`config.mk`:
```
export PLATFORM = sky130hd
export DESIGN_NAME = mem_arbiter
export DESIGN_NICKNAME = d
export VERILOG_FILES = /design/src/rtl/mem_arb_pkg.sv /design/src/rtl/mem_arbiter_rr_pick2.sv /design/src/rtl/mem_arbiter.sv
export SDC_FILE = /design/constraint.sdc
export NUM_CORES = 1
export LEC_CHECK = 0
export BUFFER_PORTS_ARGS = -buffer_cell sky130_fd_sc_hd__buf_4
export CORE_UTILIZATION = 29
export CTS_CLUSTER_DIAMETER = 50
export DETAILED_ROUTE_END_ITERATION = 10
export SLEW_MARGIN = 20
export SYNTH_ARGS = -nofsm -noshare
export SYNTH_HDL_FRONTEND = slang
export SYNTH_SLANG_ARGS = --single-unit
```
`constraint.sdc`:
```
create_clock -name clk -period 2 [get_ports clk]
set_input_delay 0.4 -clock clk [delete_from_list [all_inputs] [get_ports clk]]
set_output_delay 0.4 -clock clk [all_outputs]
set_load 0.005 [all_outputs]
```
`src/rtl/mem_arb_pkg.sv`:
```
// Shared definitions for the two-port memory arbiter: FSM state codes and
// requester owner IDs.
package mem_arb_pkg;

    typedef enum logic [1:0] {
        IDLE   = 2'b00,
        ACCESS = 2'b01,
        RESP   = 2'b10
    } state_t;

    localparam logic OWN_CPU = 1'b0;
    localparam logic OWN_LD  = 1'b1;

endpackage

```
`src/rtl/mem_arbiter_rr_pick2.sv`:
```
// Two-way round-robin picker. Bit 0 of req is the CPU, bit 1 the loader.
// A lone requester always wins; on a tie the side not granted last wins.
module rr_pick2
    import mem_arb_pkg::*;
(
    input  logic [1:0] req,
    input  logic       last,
    output logic       grant_id,
    output logic       grant_valid
);

    // Pure combinational pick; the caller owns the last-owner state
    always_comb begin
        grant_valid = |req;
        grant_id    = OWN_CPU;
        if (&req) begin
            grant_id = ~last;
        end else if (req[1]) begin
            grant_id = OWN_LD;
        end
    end

endmodule

```
`src/rtl/mem_arbiter.sv`:
```
// Arbitrates a CPU port and a boot-loader port onto one synchronous-read
// memory. One transaction at a time, fixed 3-cycle latency:
// grant edge -> ACCESS (mem_en) -> RESP (ready pulse) -> IDLE.
module mem_arbiter
    import mem_arb_pkg::*;
#(
    parameter int ADDR_W = 32,
    parameter int DATA_W = 32
) (
    input  logic              clk,
    input  logic              reset,
    // CPU port
    input  logic              cpu_req,
    input  logic              cpu_we,
    input  logic [ADDR_W-1:0] cpu_addr,
    input  logic [DATA_W-1:0] cpu_wdata,
    output logic [DATA_W-1:0] cpu_rdata,
    output logic              cpu_ready,
    // Loader port
    input  logic              ld_req,
    input  logic              ld_we,
    input  logic [ADDR_W-1:0] ld_addr,
    input  logic [DATA_W-1:0] ld_wdata,
    output logic [DATA_W-1:0] ld_rdata,
    output logic              ld_ready,
    input  logic              ld_excl,
    // Memory side
    output logic              mem_en,
    output logic              mem_we,
    output logic [ADDR_W-3:0] mem_addr,
    output logic [DATA_W-1:0] mem_wdata,
    input  logic [DATA_W-1:0] mem_rdata
);

    // Port-indexed views of the two requesters (index = owner ID)
    logic [1:0]             elig_vec;
    logic [1:0]             we_vec;
    logic [1:0][ADDR_W-3:0] word_vec;
    logic [1:0][DATA_W-1:0] wdata_vec;
    logic [1:0][DATA_W-1:0] rdata_vec;

    assign elig_vec     = {ld_req, cpu_req & ~ld_excl};
    assign we_vec       = {ld_we, cpu_we};
    assign word_vec[0]  = cpu_addr[ADDR_W-1:2];
    assign word_vec[1]  = ld_addr[ADDR_W-1:2];
    assign wdata_vec[0] = cpu_wdata;
    assign wdata_vec[1] = ld_wdata;

    // Byte-offset bits are ignored: memory is word addressed
    logic unused_addr_bits;
    assign unused_addr_bits = ^{cpu_addr[1:0], ld_addr[1:0]};

    state_t              state_reg;
    logic                owner_reg;
    logic                last_owner_reg;
    logic                we_reg;
    logic [ADDR_W-3:0]   addr_reg;
    logic [DATA_W-1:0]   wdata_reg;
    logic                mem_en_reg;
    logic                mem_we_reg;
    logic [1:0]          ready_reg;

    logic                grant_id;
    logic                grant_valid;

    rr_pick2 u_pick (
        .req         (elig_vec),
        .last        (last_owner_reg),
        .grant_id    (grant_id),
        .grant_valid (grant_valid)
    );

    // Arbiter FSM: latch the winner's operands, strobe memory, pulse ready
    always_ff @(posedge clk) begin
        if (reset) begin
            state_reg      <= IDLE;
            owner_reg      <= OWN_CPU;
            last_owner_reg <= OWN_LD;
            we_reg         <= 1'b0;
            addr_reg       <= '0;
            wdata_reg      <= '0;
            mem_en_reg     <= 1'b0;
            mem_we_reg     <= 1'b0;
            ready_reg      <= 2'b00;
        end else begin
            mem_en_reg <= 1'b0;
            mem_we_reg <= 1'b0;
            ready_reg  <= 2'b00;
            case (state_reg)
                IDLE: begin
                    if (grant_valid) begin
                        owner_reg      <= grant_id;
                        last_owner_reg <= grant_id;
                        we_reg         <= we_vec[grant_id];
                        addr_reg       <= word_vec[grant_id];
                        wdata_reg      <= wdata_vec[grant_id];
                        mem_en_reg     <= 1'b1;
                        mem_we_reg     <= we_vec[grant_id];
                        state_reg      <= ACCESS;
                    end
                end
                ACCESS: begin
                    ready_reg[owner_reg] <= 1'b1;
                    state_reg            <= RESP;
                end
                RESP: begin
                    state_reg <= IDLE;
                end
                default: begin
                    state_reg <= IDLE;
                end
            endcase
        end
    end

    // Per-port read-data holding registers. The memory's read data only
    // arrives during RESP, so the completing read is forwarded straight
    // from mem_rdata while ready is high and captured for later cycles.
    genvar gi;
    generate
        for (gi = 0; gi < 2; gi++) begin : g_port
            logic [DATA_W-1:0] hold_reg;

            // Capture on a read completion; writes leave the value alone
            always_ff @(posedge clk) begin
                if (reset) begin
                    hold_reg <= '0;
                end else if (ready_reg[gi] && !we_reg) begin
                    hold_reg <= mem_rdata;
                end
            end

            assign rdata_vec[gi] = (ready_reg[gi] && !we_reg) ? mem_rdata : hold_reg;
        end
    endgenerate

    assign cpu_ready = ready_reg[0];
    assign ld_ready  = ready_reg[1];
    assign cpu_rdata = rdata_vec[0];
    assign ld_rdata  = rdata_vec[1];
    assign mem_en    = mem_en_reg;
    assign mem_we    = mem_we_reg;
    assign mem_addr  = addr_reg;
    assign mem_wdata = wdata_reg;

endmodule

```
==> impl_metrics.csv, run 1 <==
group,metric,value,unit
run_status,outcome,"finished with violations",
run_status,violations,"negative setup slack",
yosys,synth_top_cell_area_share,42.8,%
grt,antenna_found_initial,0,
layout,nets,1045,
pwr,p_leak,4.39,nW
pwr,p_per_area,777,nW/um^2
yosys,ys_async_sr_fraction,0,%
layout,final_common_cell,"buf_4",
layout,fin_cells,1166,
pwr,total_power,7.61,mW
critical_path,path_cells,"nor2b_4 -> buf_12 -> buf_12 -> mux2_2 -> buf_4",
layout,largest_reg_flops,64,
sta,fmax,485,MHz
sta,skew,0.0102,ns
cts,max-clock-path-buffers,2,
yosys,ys_warn_count,0,
yosys,syn_area,6310,sq um
cts,cts_tree,"yes",
yosys,ys_ff_latch,135,
pwr,power_frac_comb,21.3,%
detailed_routing,vias_per_cell,4.50,
layout,final_cell_mix,"buf_4, dfxtp_1, nor2_1, nor2b_1, nand2_1",
detailed_routing,vias,5244,
cts,numCtsBuffers,17,
pwr,vdd_drop_max,0.000440,V
grt,grt_pass1_vias,5292,
cts,ctsRootBufferMaster,"clkbuf_16",
yosys,synth-edff-count,0,
critical_path,endpoint_kind,"output port",
placed_design,place_ws,0.271,ns
cts,cts_hold_buf,0,
placed_design,placed_cells,1121,
critical_path,path_max_fanout,8,
grt,grt_usage,16.2,%
yosys,ys.flop_type,"dfxtp_1",
pwr,switching_share,29.2,%
sta,rsz0062_at_grt,"true",
yosys,synth.area.top_cells,"dfxtp_1, a211oi_2, a21oi_2",
critical_path,crit_type,"reg2out",
critical_path,cpMaxStageDelayCell,"mux2_2",
floorplanning,dieWidth,149,microns
critical_path,critPathMaxStageDelay,0.35,ns
floorplanning,rows,53,
pwr,clkPwrFrac,39.8,%
yosys,synth_cell_types,29,
cts,clk_latency,0.42,ns
yosys,synth.largest_area_cell,"dfxtp_1",
grt,grt_max_degree,40,
detailed_routing,firstDrtPassIters,4,
hold_path,hold_class,"in2reg",
layout,drive_gt1_share,61.7,%
sta,holdWs,0.235,ns
detailed_routing,wirelength,18900,microns
layout,fin_util,46.3,%
critical_path,arrival,1.66,ns
cts,cts.reportedPaths.clkPinSlew,0.07,ns
layout,syn_to_final_growth,55.3,%
yosys,syn_avg_cell_area,10.8,sq um
yosys,syn_nets,750,
layout,diodes,0,
pwr,p_int,5.39,mW
grt,grt_first_pass_wirelength,28100,microns
job,max-cap-violations,0,
sta,post-route-period-util,103,%
placed_design,io_buffers,292,
critical_path,cp_data_required_time,1.60,ns
critical_path,start_kind,"flip-flop",
sta,worst_pin_slew,0.477,ns
grt,gr-total-overflow,0,
sta,hold_violations,0,
floorplanning,dieArea,22300,sq um
sta,finalCriticalPeriod,2.06,ns
placed_design,gp_congestion,0.738,
critical_path,cpMostUsedCell,"buf_12",
critical_path,critPathBufInv,3,
detailed_routing,route.detailed.drc,0,
floorplanning,ios,297,
floorplanning,dieHeight,149,microns
yosys,yosysSeqAreaShare,42.8,%
critical_path,crit_family,"buffers and inverters",
yosys,syn_inst,583,
floorplanning,start_util,29.8,%
sta,maxSlewHeadroom,68.1,%
sta,final_max_slew_viol_count,0,
sta,final.setup.worst_slack,-0.0610,ns
placed_design,dp_hpwl,12600,microns
floorplanning,design.core.area,21200,sq um
detailed_routing,wire_per_inst,16.2,microns
cts,cts.sinks,135,
cts,htreeDepth,4,
detailed_routing,initialDrtViolationCount,121,
pwr,p_seq_share,38.9,%
sta,setup_viol,45,
detailed_routing,antenna_left,0,
pwr,p_switching,2.22,mW
[final cells by class]
class / count / area (sq um)
fillers: 2016 / 11400
multi-input cells: 399 / 3290
repair buffers: 325 / 2910
flip-flops and latches: 135 / 2710
clock buffers: 17 / 425
well taps: 275 / 344
clock inverters: 15 / 131
[synth_stat cells, types with 2 or more instances]
master / count
a21oi_1: 4
buf_4: 8
mux2_4: 29
a211oi_2: 60
nor2_1: 66
dfxtp_1: 135
buf_6: 8
mux2_2: 30
nor3_1: 2
a211oi_1: 3
buf_12: 10
nand2_1: 64
a21oi_2: 59
buf_2: 6
nor2b_1: 66
mux2_1: 5
clkbuf_1: 16
[routing by layer]
layer  global-route usage [%]  wire length (microns)  up-vias
met3                     6.22                   1710       10
met1                     19.2                   7960     2460
li1                         -                      -     2580
met4                     4.44                    168        0
met5                        0                      0        -
met2                     27.2                   9020      194
[worst paths after layout]
kind	from	slack (ns)	cells after the start	to
max	ready_reg[0]	-0.06	5	cpu_rdata[19]
min	cpu_wdata[27]	0.24	3	mem_wdata[27]
max reg2reg	we_reg	0.51	6	g_port[1].hold_reg[9]
min reg2reg	owner_reg	0.42	1	ready_reg[0]
[logic make-up (layout without fill, tap and decap cells)]
logic type / after synthesis / in the layout / synth area share, %
buf+inv: 49 / 357 / 7.04
simple gates: 205 / 205 / 15.5
mux: 65 / 65 / 13.3
flops: 135 / 135 / 42.8
compound gates: 129 / 129 / 21.3
[per-stage QoR]
step | TNS (ns) | cell area, sq um
2_1_floorplan | 0 | 6310
3_3_place_gp | 0 | 8710
3_5_place_dp | 0 | 8710
4_1_cts | -4.36 | 9470
5_1_grt | -4.81 | 9800
6_report | -1.62 | 9800
[power by group through the flow]
stage,logic [mW],registers [mW],clock network [mW]
floorplan,0.841,3.02,0
global placement,1.53,3.01,0
detailed placement,1.54,3.01,0
CTS,1.56,2.96,3.12
global route,1.76,2.98,3.25
finish,1.62,2.96,3.03
[timing repair]
item / in CTS / in global routing
hold endpoints to repair: 0 / 0
endpoints found under the setup margin: 64 / 64
gates resized for setup: 36 / 55
gates cloned: 2 / 3
setup buffers: 1 / 7
[worst register-to-register path, stage by stage, from the launching register on]
cell and delay, ns:
dfxtp_2 0.36, nand2b_4 0.18, buf_12 0.13, buf_16 0.14, mux2_4 0.31, buf_4 0.13, nor2b_1 0.11
Power figures use the tool's default switching activity.
==> run 2, diff against run 1 <==
--- a/config.mk
+++ b/config.mk
@@ -7,8 +7,10 @@
 export LEC_CHECK = 0
 export BUFFER_PORTS_ARGS = -buffer_cell sky130_fd_sc_hd__buf_4
 export CORE_UTILIZATION = 29
+export CTS_BUF_LIST = sky130_fd_sc_hd__clkbuf_2
 export CTS_CLUSTER_DIAMETER = 50
 export DETAILED_ROUTE_END_ITERATION = 10
+export SETUP_SLACK_MARGIN = 0.15
 export SLEW_MARGIN = 20
 export SYNTH_ARGS = -nofsm -noshare
 export SYNTH_HDL_FRONTEND = slang
==> impl_metrics.csv, run 2 (same netlist as run 1, synthesis figures left out) <==
group,metric,value,unit
critical_path,start_kind,"flip-flop",
detailed_routing,wire_per_inst,15.8,microns
critical_path,arrival,1.94,ns
grt,grt_usage,17.7,%
sta,final.setup.worst_slack,-0.336,ns
cts,clk_latency,0.68,ns
pwr,p_per_area,591,nW/um^2
job,max-cap-violations,0,
sta,rsz0062_at_grt,"true",
floorplanning,start_util,29.8,%
critical_path,cp_data_required_time,1.60,ns
grt,antenna_found_initial,1,
layout,nets,1180,
placed_design,gp_congestion,0.738,
sta,fin_tns_setup,-19.51,ns
floorplanning,ios,297,
detailed_routing,initialDrtViolationCount,151,
grt,grt_max_degree,40,
floorplanning,rows,53,
cts,cts.sinks,135,
floorplanning,dieWidth,149,microns
detailed_routing,wirelength,20500,microns
cts,cts.reportedPaths.clkPinSlew,0.27,ns
detailed_routing,route.detailed.drc,0,
critical_path,regToRegSetupSlack,0.16,ns
sta,maxSlewHeadroom,68.0,%
critical_path,r2r_cells,5,
grt,grt_pass1_vias,6034,
floorplanning,dieHeight,149,microns
layout,largest_reg_flops,64,
critical_path,rr_startpoint,"we_reg",
cts,cts_tree,"yes",
cts,ctsRootBufferMaster,"clkbuf_2",
hold_path,hold_class,"in2reg",
detailed_routing,vias_per_cell,4.49,
floorplanning,design.core.area,21200,sq um
detailed_routing,vias,5842,
sta,final_max_slew_viol_count,0,
critical_path,path_max_fanout,7,
cts,max-clock-path-buffers,2,
run_status,outcome,"finished with violations",
sta,skew,0.0341,ns
cts,cts_hold_buf,135,
sta,finalCriticalPeriod,2.34,ns
placed_design,place_ws,0.271,ns
hold_path,min_from,"mem_rdata[28]",
sta,setup_viol,64,
layout,syn_to_final_growth,72.5,%
sta,post-route-period-util,117,%
detailed_routing,firstDrtPassIters,4,
cts,htreeDepth,4,
sta,hold_violations,0,
cts,numCtsBuffers,17,
critical_path,timing.rr.end,"g_port[1].hold_reg[24]",
run_status,violations,"negative setup slack",
hold_path,hold_path_depth,3,
critical_path,endpoint_kind,"output port",
sta,fmax,428,MHz
pwr,p_leak,4.88,nW
sta,worst_pin_slew,0.477,ns
floorplanning,dieArea,22300,sq um
critical_path,crit_type,"reg2out",
grt,grt_first_pass_wirelength,30900,microns
layout,drive_gt1_share,53.6,%
layout,final_cell_mix,"buf_4, dlygate4sd3_1, dfxtp_1, nor2_1, buf_6",
placed_design,io_buffers,292,
placed_design,dp_hpwl,12600,microns
hold_path,min_to,"g_port[1].hold_reg[28]",
detailed_routing,antenna_left,0,
pwr,vdd_drop_max,0.000289,V
layout,final_common_cell,"buf_4",
grt,gr-total-overflow,0,
## run 2: layout make-up
class | instances | area [sq um]
fillers | 1870 | 10300
repair buffers | 460 | 4300
multi-input cells | 399 | 3310
flip-flops and latches | 135 | 2710
well taps | 275 | 344
clock inverters | 15 | 131
clock buffers | 17 | 85.1
diodes | 1 | 2.50
## run 2: where the power goes
| group | leakage [nW] | switching [mW] | internal (mW) |
|---|---|---|---|
| logic | 3.64 | 0.803 | 1.05 |
| clock network | 0.129 | 1.22 | 0.379 |
| registers | 1.11 | 0.0911 | 2.88 |
| total | 4.88 | 2.12 | 4.31 |
## run 2: worst max path at each step
stage	startpoint	to	slack, ns	cells past startpoint
floorplan	ready_reg[0]	cpu_rdata[10]	0.51	4
global placement	we_reg	ld_rdata[31]	0.28	4
detailed placement	we_reg	ld_rdata[0]	0.27	4
CTS	ready_reg[0]	cpu_rdata[11]	-0.52	4
global route	we_reg	ld_rdata[10]	-0.53	5
finish	we_reg	ld_rdata[10]	-0.34	5
## run 2: repair_timing
action,in CTS,in global routing
cloned,2,3
gates resized for setup,41,69
buffers inserted,1,7
hold endpoints to repair,120,38
endpoints found under the setup margin,64,74
## run 2: through the flow
step | std cells | total power, mW | utilization, % | instance area (sq um) | hold WS, ns
after floorplan | 583 | 3.86 | - | 6310 | 0.406
after global placement | 1121 | 4.55 | 41.2 | 8710 | 0.413
after detailed placement | 1121 | 4.56 | 41.2 | 8710 | 0.423
after CTS | 1291 | 6.43 | 49.6 | 10500 | -0.0584
after global routing | 1302 | 6.81 | 51.4 | 10900 | -0.101
final | 1302 | 6.43 | 51.4 | 10900 | 0.0643
## run 2: worst max-delay path: stages, from the launching register on
cell,delay (ns)
dfxtp_2,0.41
nand2b_4,0.17
buf_12,0.13
buf_16,0.13
mux2_4,0.31
buf_6,0.12
## run 2: per-layer routing
layer / wire (microns) / part of all wire (%) / track usage (%)
met1: 8550 / 42 / 20.6
met2: 10200 / 50 / 30.5
met3: 1450 / 7.1 / 5.79
met4: 356 / 1.7 / 5.46
met5: 0 / 0 / 0
